--- src/rtl/pc_sequencer.sv ---
// Program counter and run-control stage: start/done handshake, branch/jump
// sequencing and saturating performance counters.
module pc_sequencer #(
    parameter int PCW  = 10,
    parameter int CNTW = 16
) (
    input  logic            Clk,
    input  logic            Reset,
    input  logic            Start,
    input  logic [PCW-1:0]  StartAddr,
    input  logic            Stall,
    input  logic            Halt,
    input  logic            BranchEn,
    input  logic            Branch,
    input  logic            JumpEn,
    input  logic [PCW-1:0]  Target,
    output logic [PCW-1:0]  PC,
    output logic            Running,
    output logic            Done,
    output logic [CNTW-1:0] CycleCount,
    output logic [CNTW-1:0] TakenCount
);

    typedef enum logic [1:0] {IDLE, ARMED, RUN, DONE} state_t;

    localparam logic [CNTW-1:0] CNT_MAX = '1;
    localparam logic [CNTW-1:0] CNT_ONE = 1;
    localparam logic [PCW-1:0]  PC_ONE  = 1;

    state_t          state_q, state_d;
    logic [PCW-1:0]  pc_q, pc_d;
    logic [CNTW-1:0] cyc_q, cyc_d;
    logic [CNTW-1:0] tkn_q, tkn_d;
    logic            taken;

    // Gating Branch with BranchEn keeps an unknown condition out of the PC mux.
    assign taken = JumpEn | (BranchEn & Branch);

    always_ff @(posedge Clk or posedge Reset) begin
        if (Reset) begin
            state_q <= IDLE;
            pc_q    <= '0;
            cyc_q   <= '0;
            tkn_q   <= '0;
        end else begin
            state_q <= state_d;
            pc_q    <= pc_d;
            cyc_q   <= cyc_d;
            tkn_q   <= tkn_d;
        end
    end

    always_comb begin
        state_d = state_q;
        pc_d    = pc_q;
        cyc_d   = cyc_q;
        tkn_d   = tkn_q;
        case (state_q)
            IDLE: begin
                if (Start) state_d = ARMED;
            end
            ARMED: begin
                pc_d  = StartAddr;
                cyc_d = '0;
                tkn_d = '0;
                if (!Start) state_d = RUN;
            end
            RUN: begin
                if (Start) begin
                    state_d = ARMED;
                end else begin
                    // Every non-restart RUN cycle counts, stalls and halt included.
                    if (cyc_q != CNT_MAX) cyc_d = cyc_q + CNT_ONE;
                    if (Stall) begin
                        pc_d = pc_q;
                    end else if (Halt) begin
                        state_d = DONE;
                    end else if (taken) begin
                        pc_d = Target;
                        if (tkn_q != CNT_MAX) tkn_d = tkn_q + CNT_ONE;
                    end else begin
                        pc_d = pc_q + PC_ONE;
                    end
                end
            end
            DONE: begin
                if (Start) state_d = ARMED;
            end
            default: state_d = IDLE;
        endcase
    end

    assign PC         = pc_q;
    assign Running    = (state_q == RUN);
    assign Done       = (state_q == DONE);
    assign CycleCount = cyc_q;
    assign TakenCount = tkn_q;

endmodule

--- config.mk ---
export PLATFORM = sky130hd
export DESIGN_NAME = pc_sequencer
export DESIGN_NICKNAME = d
export VERILOG_FILES = /design/src/rtl/pc_sequencer.sv
export SDC_FILE = /design/constraint.sdc
export NUM_CORES = 1
export LEC_CHECK = 0
export ABC_CLOCK_PERIOD_IN_PS = 2100
export BUFFER_PORTS_ARGS = -buffer_cell sky130_fd_sc_hd__buf_2
export CORE_MARGIN = 5
export CORE_UTILIZATION = 49
export CTS_BUF_LIST = sky130_fd_sc_hd__clkbuf_4 sky130_fd_sc_hd__clkbuf_8
export DETAILED_ROUTE_END_ITERATION = 16
export GPL_ROUTABILITY_DRIVEN = 0
export PLACE_DENSITY = 0.82
export SLEW_MARGIN = 20
export SYNTH_ARGS = -nofsm -noshare
export SYNTH_HDL_FRONTEND = slang
export SYNTH_SLANG_ARGS = --single-unit
export TNS_END_PERCENT = 50
--- constraint.sdc ---
create_clock -name Clk -period 2.1 [get_ports Clk]
set_input_delay 0.525 -clock Clk [delete_from_list [all_inputs] [get_ports Clk]]
set_output_delay 0.525 -clock Clk [all_outputs]
set_load 0.02 [all_outputs]
* Word-level counts from Yosys, hierarchy flattened
Cells that the tools add are included.
Widths: inputs -> output; s select.
** Cells by class
- Bitwise logic cells :: 2
- Eq/ne operators :: 15
- $add $sub $neg :: 3
- Reductions and logical operators :: 7
- Muxes and demuxes :: 20
** Operators with widths (count)
- $mux 16 :: 7
- $pmux 16 s2 :: 2
- $mux 10 :: 4
- $add 16x1->16 const B :: 2
- $ne 16x16->1 const B :: 2
- $pmux 10 s2 :: 1
- $add 10x1->10 const B :: 1
- $mux 2 :: 5
- $ne 2x1->1 const B :: 4
- $ne 2x2->1 const B :: 4
- $reduce_and 4->1 :: 2
- $ne 3x3->1 const B :: 2
- $pmux 2 s3 :: 1
- $reduce_and 6->1 :: 1
- $eq 2x2->1 const B :: 2
- $reduce_and 3->1 :: 1
- $eq 2x1->1 const B :: 1
- $logic_not 2->1 :: 1
- $reduce_bool 2->1 :: 1
- $reduce_or 2->1 :: 1
- $and 1x1->1 :: 1
- $or 1x1->1 :: 1
** Storage, ports and cells
- Input port bits :: 28
- Bits in registers :: 44
- Output and inout port bits :: 44
- Logic and storage cells :: 51

* Logic depth before layout (Yosys ltp)
Gate-level depths: netlist of the first run.
- Depth in word-level cells :: 7
- Gate-level depth with buffers :: 9
- Mapped depth without buffers :: 7

* Worst setup path before layout of the first run
OpenSTA, ideal clock, no wires.
- Path kind :: register to register
- Start point :: register state_q[0]
- End point :: register tkn_q[11], in the netlist TakenCount[11]
- Path buffers :: 1
- Clock period less this slack :: 2.283 ns
- Library setup time :: 0.120 ns
- Arrival :: 2.163 ns
- Slack :: -0.183 ns
- Stages on the path, launching flop included :: 9
- Path through :: dfrtp_1 -> inv_1 -> ha_1 -> buf_2 -> nor4b_4 -> o21ai_4 -> nor4_4 -> a21oi_1 -> a31o_1
** On the way
- Longest elaborated chain between the ends :: 3
- Elaborated cells between the ends (all ways) :: 10
** RTL lines
- from (decl) :: RTL line 30 : state_t state_q, state_d;
- from (signal assigned) :: RTL line 46 : state_q <= state_d;
- $eq 2x2->1 (*)
- net Running :: RTL line 18 : output logic Running,
- $ne 2x1->1 (no line), or another cell as far along
- $reduce_and 6->1 (no line)
- to (signal assigned) :: RTL line 49 : tkn_q <= tkn_d;
- to (decl) :: RTL line 33 : logic [CNTW-1:0] tkn_q, tkn_d;
Mark *: on every way through the listed nets, which the timed path passes. The rest lies on a longest branch.
A chain may end at the register's enable or synchronous reset.

* Worst setup path after layout of the first run
- Start point :: register state_q[0]
- End point :: register cyc_q[0], in the netlist CycleCount[0]
** On the way
- Longest elaborated chain between the ends :: 3
- Elaborated cells between the ends (all ways) :: 7
** RTL lines
- $eq 2x2->1 or $eq 2x1->1 (tied branches) :: RTL line 58 : case (state_q)
- $ne 2x1->1 (no line), or another cell as far along
- $reduce_and 3->1 (no line)
- to (signal assigned) :: RTL line 48 : cyc_q <= cyc_d;
- to (decl) :: RTL line 32 : logic [CNTW-1:0] cyc_q, cyc_d;
Parallel ways exist; a longest one is shown, timed or not.

==> results of run 1 <==
[critical path, cell delays in order (launching register included)]
cell and delay, ps:
dfrtp_1 410, inv_1 130, ha_4 210, buf_12 140, nand4_1 180, nor3_2 180
a31oi_1 130, mux2_2 280, a22o_1 230
[final cells by class]
cell class	count	area, um^2	share of cell area (%)
Sequential cell	44	1100	33.3
Clock inverter	1	30.0	0.908
Clock buffer	7	96.3	2.91
Inverter	6	22.5	0.681
Multi-Input combinational cell	227	1490	45.0
Timing Repair Buffer	86	480	14.5
Tap cell	70	87.6	2.65
[logic make-up (layout without fill, tap and decap cells)]
kind of cell | count (synthesis) | after routing | synth area share [%]
xor gates and xnor gates | 27 | 27 | 9.02
DFF | 44 | 44 | 42.0
muxes | 2 | 2 | 0.811
and+or+nand+nor | 130 | 130 | 26.5
AOI/OAI and AO/OA | 62 | 62 | 15.9
adders and majority gates | 6 | 6 | 2.86
buffers and inverters | 18 | 100 | 2.96
[registers in the layout, summed over array words and instances (netlist names)]
name,count
TakenCount,16
PC,10
state_q,2
CycleCount,16
[stage by stage]
stage | setup slack, ps | utilization, % | power (W) | instance area [um^2] | hold slack [ps]
floorplan | -0.359 | - | 0.00205 | 2640 | 518
global placement | 144 | 61.3 | 0.00246 | 3150 | 537
detailed placement | 80.8 | 61.3 | 0.00248 | 3150 | 546
CTS | 49.7 | 63.8 | 0.00319 | 3280 | 302
global route | -9.99 | 64.4 | 0.00345 | 3310 | 323
finish | 100 | 64.4 | 0.00322 | 3310 | 293
[synth_stat cells (3+ instances only)]
| master | number |
|---|---|
| dfrtp_1 | 44 |
| nor2_1 | 36 |
| nand2_1 | 28 |
| xnor2_1 | 23 |
| a21oi_1 | 20 |
| nand3_1 | 14 |
| and3_1 | 11 |
| o21ai_0 | 11 |
| nor3_1 | 9 |
| clkbuf_1 | 8 |
| nand4_1 | 8 |
| nor4_1 | 8 |
| ha_1 | 6 |
| inv_1 | 6 |
| a31oi_1 | 4 |
| o211ai_1 | 4 |
| xor2_1 | 4 |
| a221o_1 | 3 |
| a22o_1 | 3 |
| a31o_1 | 3 |
[worst min-delay path by stage]
| stage | start | endpoint | slack (ps) | cells after the start |
|---|---|---|---|---|
| 2_1_floorplan | state_q[1]$_DFFE_PP0P_ | state_q[1]$_DFFE_PP0P_ | 520 | 1 |
| 6_report | Reset | PC[1]$_DFFE_PP0P_ | 290 | 3 |
| 3_3_place_gp | state_q[1]$_DFFE_PP0P_ | state_q[1]$_DFFE_PP0P_ | 540 | 1 |
| 4_1_cts | Reset | PC[1]$_DFFE_PP0P_ | 300 | 3 |
| 3_5_place_dp | state_q[1]$_DFFE_PP0P_ | state_q[1]$_DFFE_PP0P_ | 550 | 1 |
| 5_1_grt | Reset | CycleCount[8]$_DFFE_PP0P_ | 320 | 3 |
[power groups by stage]
stage                     sequential (W)  clock, W  combinational, W
final                            0.00118  0.000703           0.00134
after global routing             0.00121  0.000758           0.00148
after CTS                        0.00117  0.000714           0.00131
after detailed placement         0.00119         0           0.00130
after global placement           0.00118         0           0.00128
after floorplan                  0.00130         0          0.000751
[routing by layer]
layer,vias to the layer above,GRT usage (%),wire [um]
li1,1218,-,-
met1,1230,25.2,2860
met2,107,33.2,3380
met3,18,5.74,509
met4,0,8.02,156
met5,-,0,0
==> key figures, run 1 <==
Placed design
  – Dpl hpwl: 5.14 mm
  – PortBufs: 71
  – Placed instance count: 433

Clock network
  – CTS tree: built
  – CTS Root Cell: clkbuf_8
  – Buffer count from post-CTS setup fixing: 0
  – H-tree depth: 2
  – CTS Hold Buffers Added: 0
  – Clock Path Buffers: 2
  – CTS clock-pin slew for the worst setup and hold paths: 80 ps
  – CTS Sinks: 44
  – Total CTS buffers: 5
  – Post-CTS resize count: 0
  – Worst skew pair latency: 290 ps

Power
  – Cell-internal power: 0.00195 W
  – VDD IR-drop max: 0.000655 V
  – P_leak: 1.54 nW
  – Gate power share: 41.6%
  – Net switching power: 0.00127 W
  – Cell Pwr Density: 973 nW/um^2
  – Sequential power share: 36.5%
  – Clock share of power: 21.8%
  – Net Sw Frac: 39.6%

GRT
  – Largest net degree at the start of global routing: 30
  – Total GRT Usage: 20.3%
  – Initial antenna violation count: 0
  – Vias in the first global route: 2469
  – Grt total ovfl: 0
  – Global-route wire length before repair: 11.7 mm

Synthesis
  – Synth Register Bits: 44
  – YS warnings: 0
  – Post-Syn Instances: 289
  – Post-synth top area cell: dfrtp_1
  – Post-Syn Nets: 323
  – Ys async rst share: 100%
  – Post-synth EDFFs: 0
  – Mean post-synth cell area: 9.07 um^2
  – Post-synth cell types: 48
  – Synth Cell Area: 2620 um^2
  – Top-area cell type share of the netlist area: 42.0%
  – Leading post-synthesis cells by cell area: dfrtp_1 (42%), xnor2_1 (7.7%), nor2_1 (5.2%), nand2_1 (4.0%), a21oi_1 (3.8%)
  – Post-synthesis sequential area ratio: 42.0%
  – Dominant synthesized flop cell: dfrtp_1

Die
  – FP Rows: 26
  – I/O pins: 72
  – Die height: 83.2 um
  – Initial Util: 51.0%
  – Core area: 5140 um^2
  – Die W: 83.2 um
  – Die area: 6910 um^2

Timing
  – Final min period: 2000 ps
  – Max frequency: 0.500 GHz
  – Fin. Hold Viols: 0
  – Worst Clk Skew: 4.47 ps
  – Final setup fails: 0
  – Tightest Pin Transition: 641 ps
  – Setup TNS Final: 0 ps
  – Final Max Slew Viols: 0
  – Slew HR: 57.1%
  – Post-route clock period utilization: 95.2%

Worst setup path
  – Critical Path Start: state_q[0]$_DFFE_PP0P_
  – R2r startpoint: state_q[0]$_DFFE_PP0P_
  – Crit Path Max Fanout: 13
  – Worst EP required: 2280 ps
  – FF-to-FF setup slack: 100 ps
  – FF-to-FF End: CycleCount[0]$_DFFE_PP0P_
  – Number of cells on the worst reg-to-reg path: 8
  – CP endpoint: CycleCount[0]$_DFFE_PP0P_
  – Critical path arrival: 2180 ps
  – Crit. End Element: register
  – Crit Path Class: reg -> reg
  – Startpoint types: register

Cells and area
  – Commonest non-fill, non-tap cell in the layout: buf_2
  – Fillers: 425
  – Commonest non-fill, non-tap cells in the layout: buf_2 (71), dfrtp_1 (44), nor2_1 (36)
  – Layout area overhead: 26.1%
  – Non-Filler Instances: 441
  – ANT cells: 0
  – Nets@finish: 404
  – Fraction of layout cells with a size suffix above 1: 29.6%

Outcome
  – Status: finished clean

Detailed routing
  – DRC viols: 0
  – Drt wl/cell: 15.7 um
  – Detail Route Antenna Nets: 0
  – Vias/cell: 5.83
  – DR pass1 iterations: 6
  – DRT iter0 DRCs: 133
  – Vias: 2573
  – Routed Wire Length: 6.91 mm

Hold path
  – Min-Delay Path Class: in -> async

Flow run
  – Max Cap Viol: 0
Note: power is estimated with default switching activity, not from simulation.
==> run 2, diff against run 1 <==
Settings changed: CORE_ASPECT_RATIO set to 0.5.
==> run 2 against run 1 <==
Sequential power about the same. Routed wire length hardly changed. Clock skew decreased by 1.7 ps. Design area is 0.53% lower. Clock-buffer cell count rose by 1.
==> key figures, run 2 (synthesis results as in run 1) <==
Clock network
  – CTS Root Cell: clkbuf_8
  – CTS clock-pin slew for the worst setup and hold paths: 80 ps
  – Clock Path Buffers: 2
  – Worst skew pair latency: 300 ps
  – CTS tree: built
  – CTS Hold Buffers Added: 0
  – CTS Sinks: 44
  – Total CTS buffers: 5
  – H-tree depth: 2

GRT
  – Largest net degree at the start of global routing: 45
  – Total GRT Usage: 20.5%
  – Grt total ovfl: 0
  – Global-route wire length before repair: 11.4 mm
  – Vias in the first global route: 2493
  – Initial antenna violation count: 0

Timing
  – Final setup fails: 0
  – Final Worst Setup Slack: 133 ps
  – Post-route clock period utilization: 93.7%
  – Final min period: 1970 ps
  – Fin. Hold Viols: 0
  – Tightest Pin Transition: 642 ps
  – Final Max Slew Viols: 0
  – Worst Clk Skew: 2.76 ps
  – Max frequency: 0.508 GHz
  – Slew HR: 57.0%
  – Unrepaired setup endpoints after global routing: false

Flow run
  – Max Cap Viol: 0

Cells and area
  – ANT cells: 0
  – Layout area overhead: 25.5%
  – Finished layout cell area: 3290 um^2
  – Register area: 1100 um^2
  – Fillers: 415
  – Commonest non-fill, non-tap cells in the layout: buf_2 (71), dfrtp_1 (44), nor2_1 (36)
  – Commonest non-fill, non-tap cell in the layout: buf_2
  – Multi-input logic area: 1480 um^2
  – Nets@finish: 407
  – Fraction of layout cells with a size suffix above 1: 29.9%

Worst setup path
  – Crit. End Element: register
  – Critical path arrival: 2160 ps
  – Crit Path Class: reg -> reg
  – Startpoint types: register
  – Cell Chain, Critical Path: inv_1 > ha_4 > buf_4 > nor2b_2 > o21ai_4 > nor4_1 > xnor2_1 > nor2_1
  – CP Buf/Inv Count: 2
  – Slowest cell on crit path: nor4_1
  – Critical Path Start: state_q[0]$_DFFE_PP0P_
  – CP top delay family: simple AND/OR/NAND/NOR gates
  – Worst EP required: 2290 ps
  – Crit Path Max Fanout: 8
  – R2r startpoint: state_q[0]$_DFFE_PP0P_
  – Max stage delay on crit path: 400 ps

Hold path
  – Min-Delay Path Class: in -> async

Detailed routing
  – DRT iter0 DRCs: 196
  – DRC viols: 0
  – DR pass1 iterations: 6
  – Detail Route Antenna Nets: 0
  – Vias: 2583
  – Routed Wire Length: 6.91 mm
  – Vias/cell: 5.82
  – Drt wl/cell: 15.6 um

Die
  – Core area: 5040 um^2
  – Die height: 61.7 um
  – FP Rows: 18
  – Initial Util: 52.0%
  – Die W: 113 um
  – Die area: 7000 um^2
  – I/O pins: 72

Power
  – VDD IR-drop max: 0.000569 V
  – P_leak: 1.54 nW
  – Cell Pwr Density: 935 nW/um^2

Placed design
  – Post-DP Area: 3170 um^2
  – Pre-CTS setup slack: 80.6 ps
  – PortBufs: 71
  – Dpl hpwl: 5.22 mm

Outcome
  – Status: finished clean
[run 2: cell type report]
type	count	area share (%)
clock buffer	8	2.97
multi-input combinational	227	44.9
inverter	6	0.684
sequential	44	33.5
timing repair buffer	89	15.3
tap	70	2.66
[run 2: stage by stage]
stage               total power (W)  instances  util (%)  setup TNS (ps)  hold WS, ps
global route                0.00329        444      65.2               0          298
floorplan                   0.00205        289         -          -0.359          518
global placement            0.00244        435      62.7               0          539
CTS                         0.00306        443      64.7               0          289
finish                      0.00308        444      65.2               0          274
detailed placement          0.00249        435      62.7               0          559
[run 2: path summary, 6_finish.rpt]
path,depth (start not counted),endpoint,slack (ps)
max in group asynchronous,3,TakenCount[5]$_DFFE_PP0P_,1620
min in group Clk,3,PC[1]$_DFFE_PP0P_,420
min reg2reg,2,PC[8]$_DFFE_PP0P_,600
min,3,TakenCount[9]$_DFFE_PP0P_,270
max reg2reg,8,TakenCount[7]$_DFFE_PP0P_,130
max,8,TakenCount[7]$_DFFE_PP0P_,130
[run 2: layer usage]
layer	routed length, um	global-route usage (%)	share of wire (%)	vias to the layer above
met5	0	0	0	-
met3	368	4.16	5.3	21
met4	161	9.42	2.3	0
met2	3390	35.4	49	92
li1	-	-	-	1229
met1	2990	25.7	43	1241
[run 2: timing repair]
item,in CTS,in global routing
setup endpoints to repair,0,13
gates resized for setup,0,3
buffers inserted,0,1
[run 2: worst min-delay path: stages]
cell and delay, ps:
buf_2 90, inv_1 80, buf_12 250
[run 2: power by group]
group          internal [W]  total [W]  switching, W
clock network      0.000294   0.000580      0.000285
logic              0.000522    0.00131      0.000787
registers          0.000988    0.00119      0.000202
==> run 3, diff against run 2 <==
Settings changed: ABC_AREA set to 1, CORE_UTILIZATION 49 to 51, PLACE_DENSITY 0.82 to 0.83.
==> run 3 against run 2 <==
Worst setup slack better by 70 ps. Via count is 25% higher. Worst hold slack better by 74 ps. Non-clock buffer count is 9 lower. Critical endpoint is now TakenCount[12]$_DFFE_PP0P_. Design area is 9.1% higher. Final cell count is 34% higher.
==> key figures, run 3 <==
Outcome
  – Status: finished clean

Timing
  – Final setup fails: 0
  – Tightest Pin Transition: 567 ps
  – Slew HR: 62.2%
  – Final Max Slew Viols: 0
  – Final min period: 1900 ps
  – Setup TNS Final: 0 ps
  – Fin. Hold Viols: 0
  – Post-route clock period utilization: 90.3%
  – Worst Clk Skew: 11.9 ps
  – Max frequency: 0.527 GHz
  – Unrepaired setup endpoints after global routing: false

Power
  – Sequential power share: 33.7%
  – VDD IR-drop max: 0.000707 V
  – Gate power share: 49.7%
  – Net switching power: 0.00167 W
  – Clock share of power: 16.5%
  – Cell Pwr Density: 979 nW/um^2
  – Net Sw Frac: 47.6%
  – Cell-internal power: 0.00184 W
  – P_leak: 1.75 nW

Synthesis
  – Synth Cell Area: 3050 um^2
  – Post-synth EDFFs: 0
  – YS warnings: 0
  – Commonest cells in the netlist: nand2_1 (139), nor2_1 (61), dfrtp_1 (44), nand3_1 (41), inv_1 (36)
  – Synth Register Bits: 44
  – Ys async rst share: 100%
  – Leading post-synthesis cells by cell area: dfrtp_1 (36%), nand2_1 (17%), nor2_1 (7.5%), nand3_1 (6.7%), inv_1 (4.4%)
  – Top-area cell type share of the netlist area: 36.2%
  – Post-Syn Nets: 479
  – Mean post-synth cell area: 6.84 um^2
  – Dominant synthesized flop cell: dfrtp_1
  – Post-synthesis sequential area ratio: 36.2%
  – Most common cell in the synthesized netlist: nand2_1
  – Post-Syn Instances: 445
  – Post-synth top area cell: dfrtp_1
  – Post-synth cell types: 30

Worst setup path
  – Critical path arrival: 2060 ps
  – Max stage delay on crit path: 450 ps
  – Slowest cell on crit path: dfrtp_1
  – FF-to-FF setup slack: 200 ps
  – Startpoint types: register
  – Cell Chain, Critical Path: ha_1 > inv_1 > nor2_2 > nand2_2 > nor2_4 > nor2_4 > nor2_8 > o21ai_1
  – Crit Path Class: reg -> reg
  – Worst EP required: 2260 ps
  – Crit Path Max Fanout: 25
  – Most used cell, CP: nor2_4
  – Crit. End Element: register

Placed design
  – Placed instance count: 587
  – Dpl hpwl: 5.92 mm
  – PortBufs: 71

Clock network
  – CTS Hold Buffers Added: 0
  – Clock Path Buffers: 2
  – Buffer count from post-CTS setup fixing: 0
  – CTS Root Cell: clkbuf_8
  – CTS Sinks: 44
  – CTS clock-pin slew for the worst setup and hold paths: 90 ps
  – CTS tree: built
  – Total CTS buffers: 5
  – Worst skew pair latency: 300 ps
  – Post-CTS resize count: 0
  – H-tree depth: 2

Detailed routing
  – DRC viols: 0
  – Vias: 3218
  – DR pass1 iterations: 5
  – DRT iter0 DRCs: 232
  – Routed Wire Length: 7.84 mm
  – Drt wl/cell: 13.2 um
  – Detail Route Antenna Nets: 0
  – Vias/cell: 5.42

Die
  – Die area: 7710 um^2
  – I/O pins: 72
  – Core area: 5630 um^2
  – FP Rows: 19
  – Initial Util: 54.1%
  – Die height: 64.6 um
  – Die W: 119 um

GRT
  – Grt total ovfl: 0
  – Initial antenna violation count: 0
  – Global-route wire length before repair: 12.9 mm
  – Largest net degree at the start of global routing: 45
  – Total GRT Usage: 20.1%
  – Vias in the first global route: 2765

Cells and area
  – Layout area overhead: 17.9%
  – Nets@finish: 555
  – Commonest non-fill, non-tap cell in the layout: nand2_1
  – Non-Filler Instances: 594
  – Fraction of layout cells with a size suffix above 1: 20.7%
  – Commonest non-fill, non-tap cells in the layout: nand2_1 (139), buf_2 (71), nor2_1 (61)
  – ANT cells: 0

Hold path
  – Min-Delay Path Class: in -> async

Flow run
  – Max Cap Viol: 0
[run 3: cell types whose count changed in the layout (fill, tap and decap cells not counted), sizes merged, moves of 20 or more]
cell	previous run	this run
nand3	14	42
inv	6	36
xnor2	23	1
nor2	37	68
o21ai	12	32
nand2	28	144
[run 3: power groups by stage]
stage / Sequential [W] / Clock [W] / Combinational (W)
floorplan: 0.00130 / 0 / 0.00117
global placement: 0.00120 / 0 / 0.00170
detailed placement: 0.00120 / 0 / 0.00173
CTS: 0.00118 / 0.000597 / 0.00174
global route: 0.00121 / 0.000636 / 0.00195
finish: 0.00119 / 0.000581 / 0.00175
[run 3: routing by layer]
metal | vias to the layer above | GRT usage, % | part of all wire [%]
li1 | 1598 | - | -
met1 | 1467 | 27.1 | 45
met2 | 145 | 34.9 | 47
met3 | 8 | 3.74 | 7.5
met4 | 0 | 2.89 | 0.47
met5 | - | 0 | 0
[run 3: cells by family (layout without fill, tap and decap cells)]
family	count (synthesis)	count (layout)	synth area share (%)
AO/OA/AOI/OAI	61	61	11.9
XOR/XNOR	14	14	4.03
adder cells (fa/ha/maj)	6	6	2.47
buffers and inverters	48	124	6.74
flip-flops	44	44	36.2
AND/OR/NAND/NOR	272	272	38.7
[run 3: final timing paths]
path / start / depth (start not counted) / end
min in group Clk: StartAddr[7] / 3 / PC[7]$_DFFE_PP0P_
worst min register to register: state_q[1]$_DFFE_PP0P_ / 2 / state_q[1]$_DFFE_PP0P_
max in group asynchronous: Reset / 3 / CycleCount[12]$_DFFE_PP0P_
worst max-delay path: TakenCount[0]$_DFFE_PP0P_ / 8 / TakenCount[12]$_DFFE_PP0P_
worst max register to register: TakenCount[0]$_DFFE_PP0P_ / 8 / TakenCount[12]$_DFFE_PP0P_
worst min-delay path: Reset / 3 / TakenCount[1]$_DFFE_PP0P_
[run 3: critical path, delay by kind of cell (launching register included)]
kind | cells | cell delay [ps]
AO/OA/AOI/OAI | 1 | 130
adder cells (fa/ha/maj) | 1 | 290
buffers and inverters | 1 | 90
flip-flops | 1 | 450
AND/OR/NAND/NOR | 5 | 790
[run 3: area by class of cell]
cell class,instances,area (um^2)
fill,517,2040
timing repair buffer,80,423
tap,73,91.3
inverter,37,139
clock buffer,7,96.3
sequential,44,1100
multi-input combinational,353,1740
[run 3: through the flow]
| step | cell area [um^2] | setup WS (ps) | total power [W] | util [%] | hold WS [ps] |
|---|---|---|---|---|---|
| final | 3590 | 203 | 0.00351 | 63.7 | 349 |
| after global routing | 3590 | 22.7 | 0.00380 | 63.7 | 420 |
| after CTS | 3590 | 213 | 0.00352 | 63.7 | 379 |
| after detailed placement | 3490 | 227 | 0.00293 | 62.0 | 548 |
| after global placement | 3490 | 296 | 0.00290 | 62.0 | 541 |
| after floorplan | 3050 | 239 | 0.00247 | - | 503 |
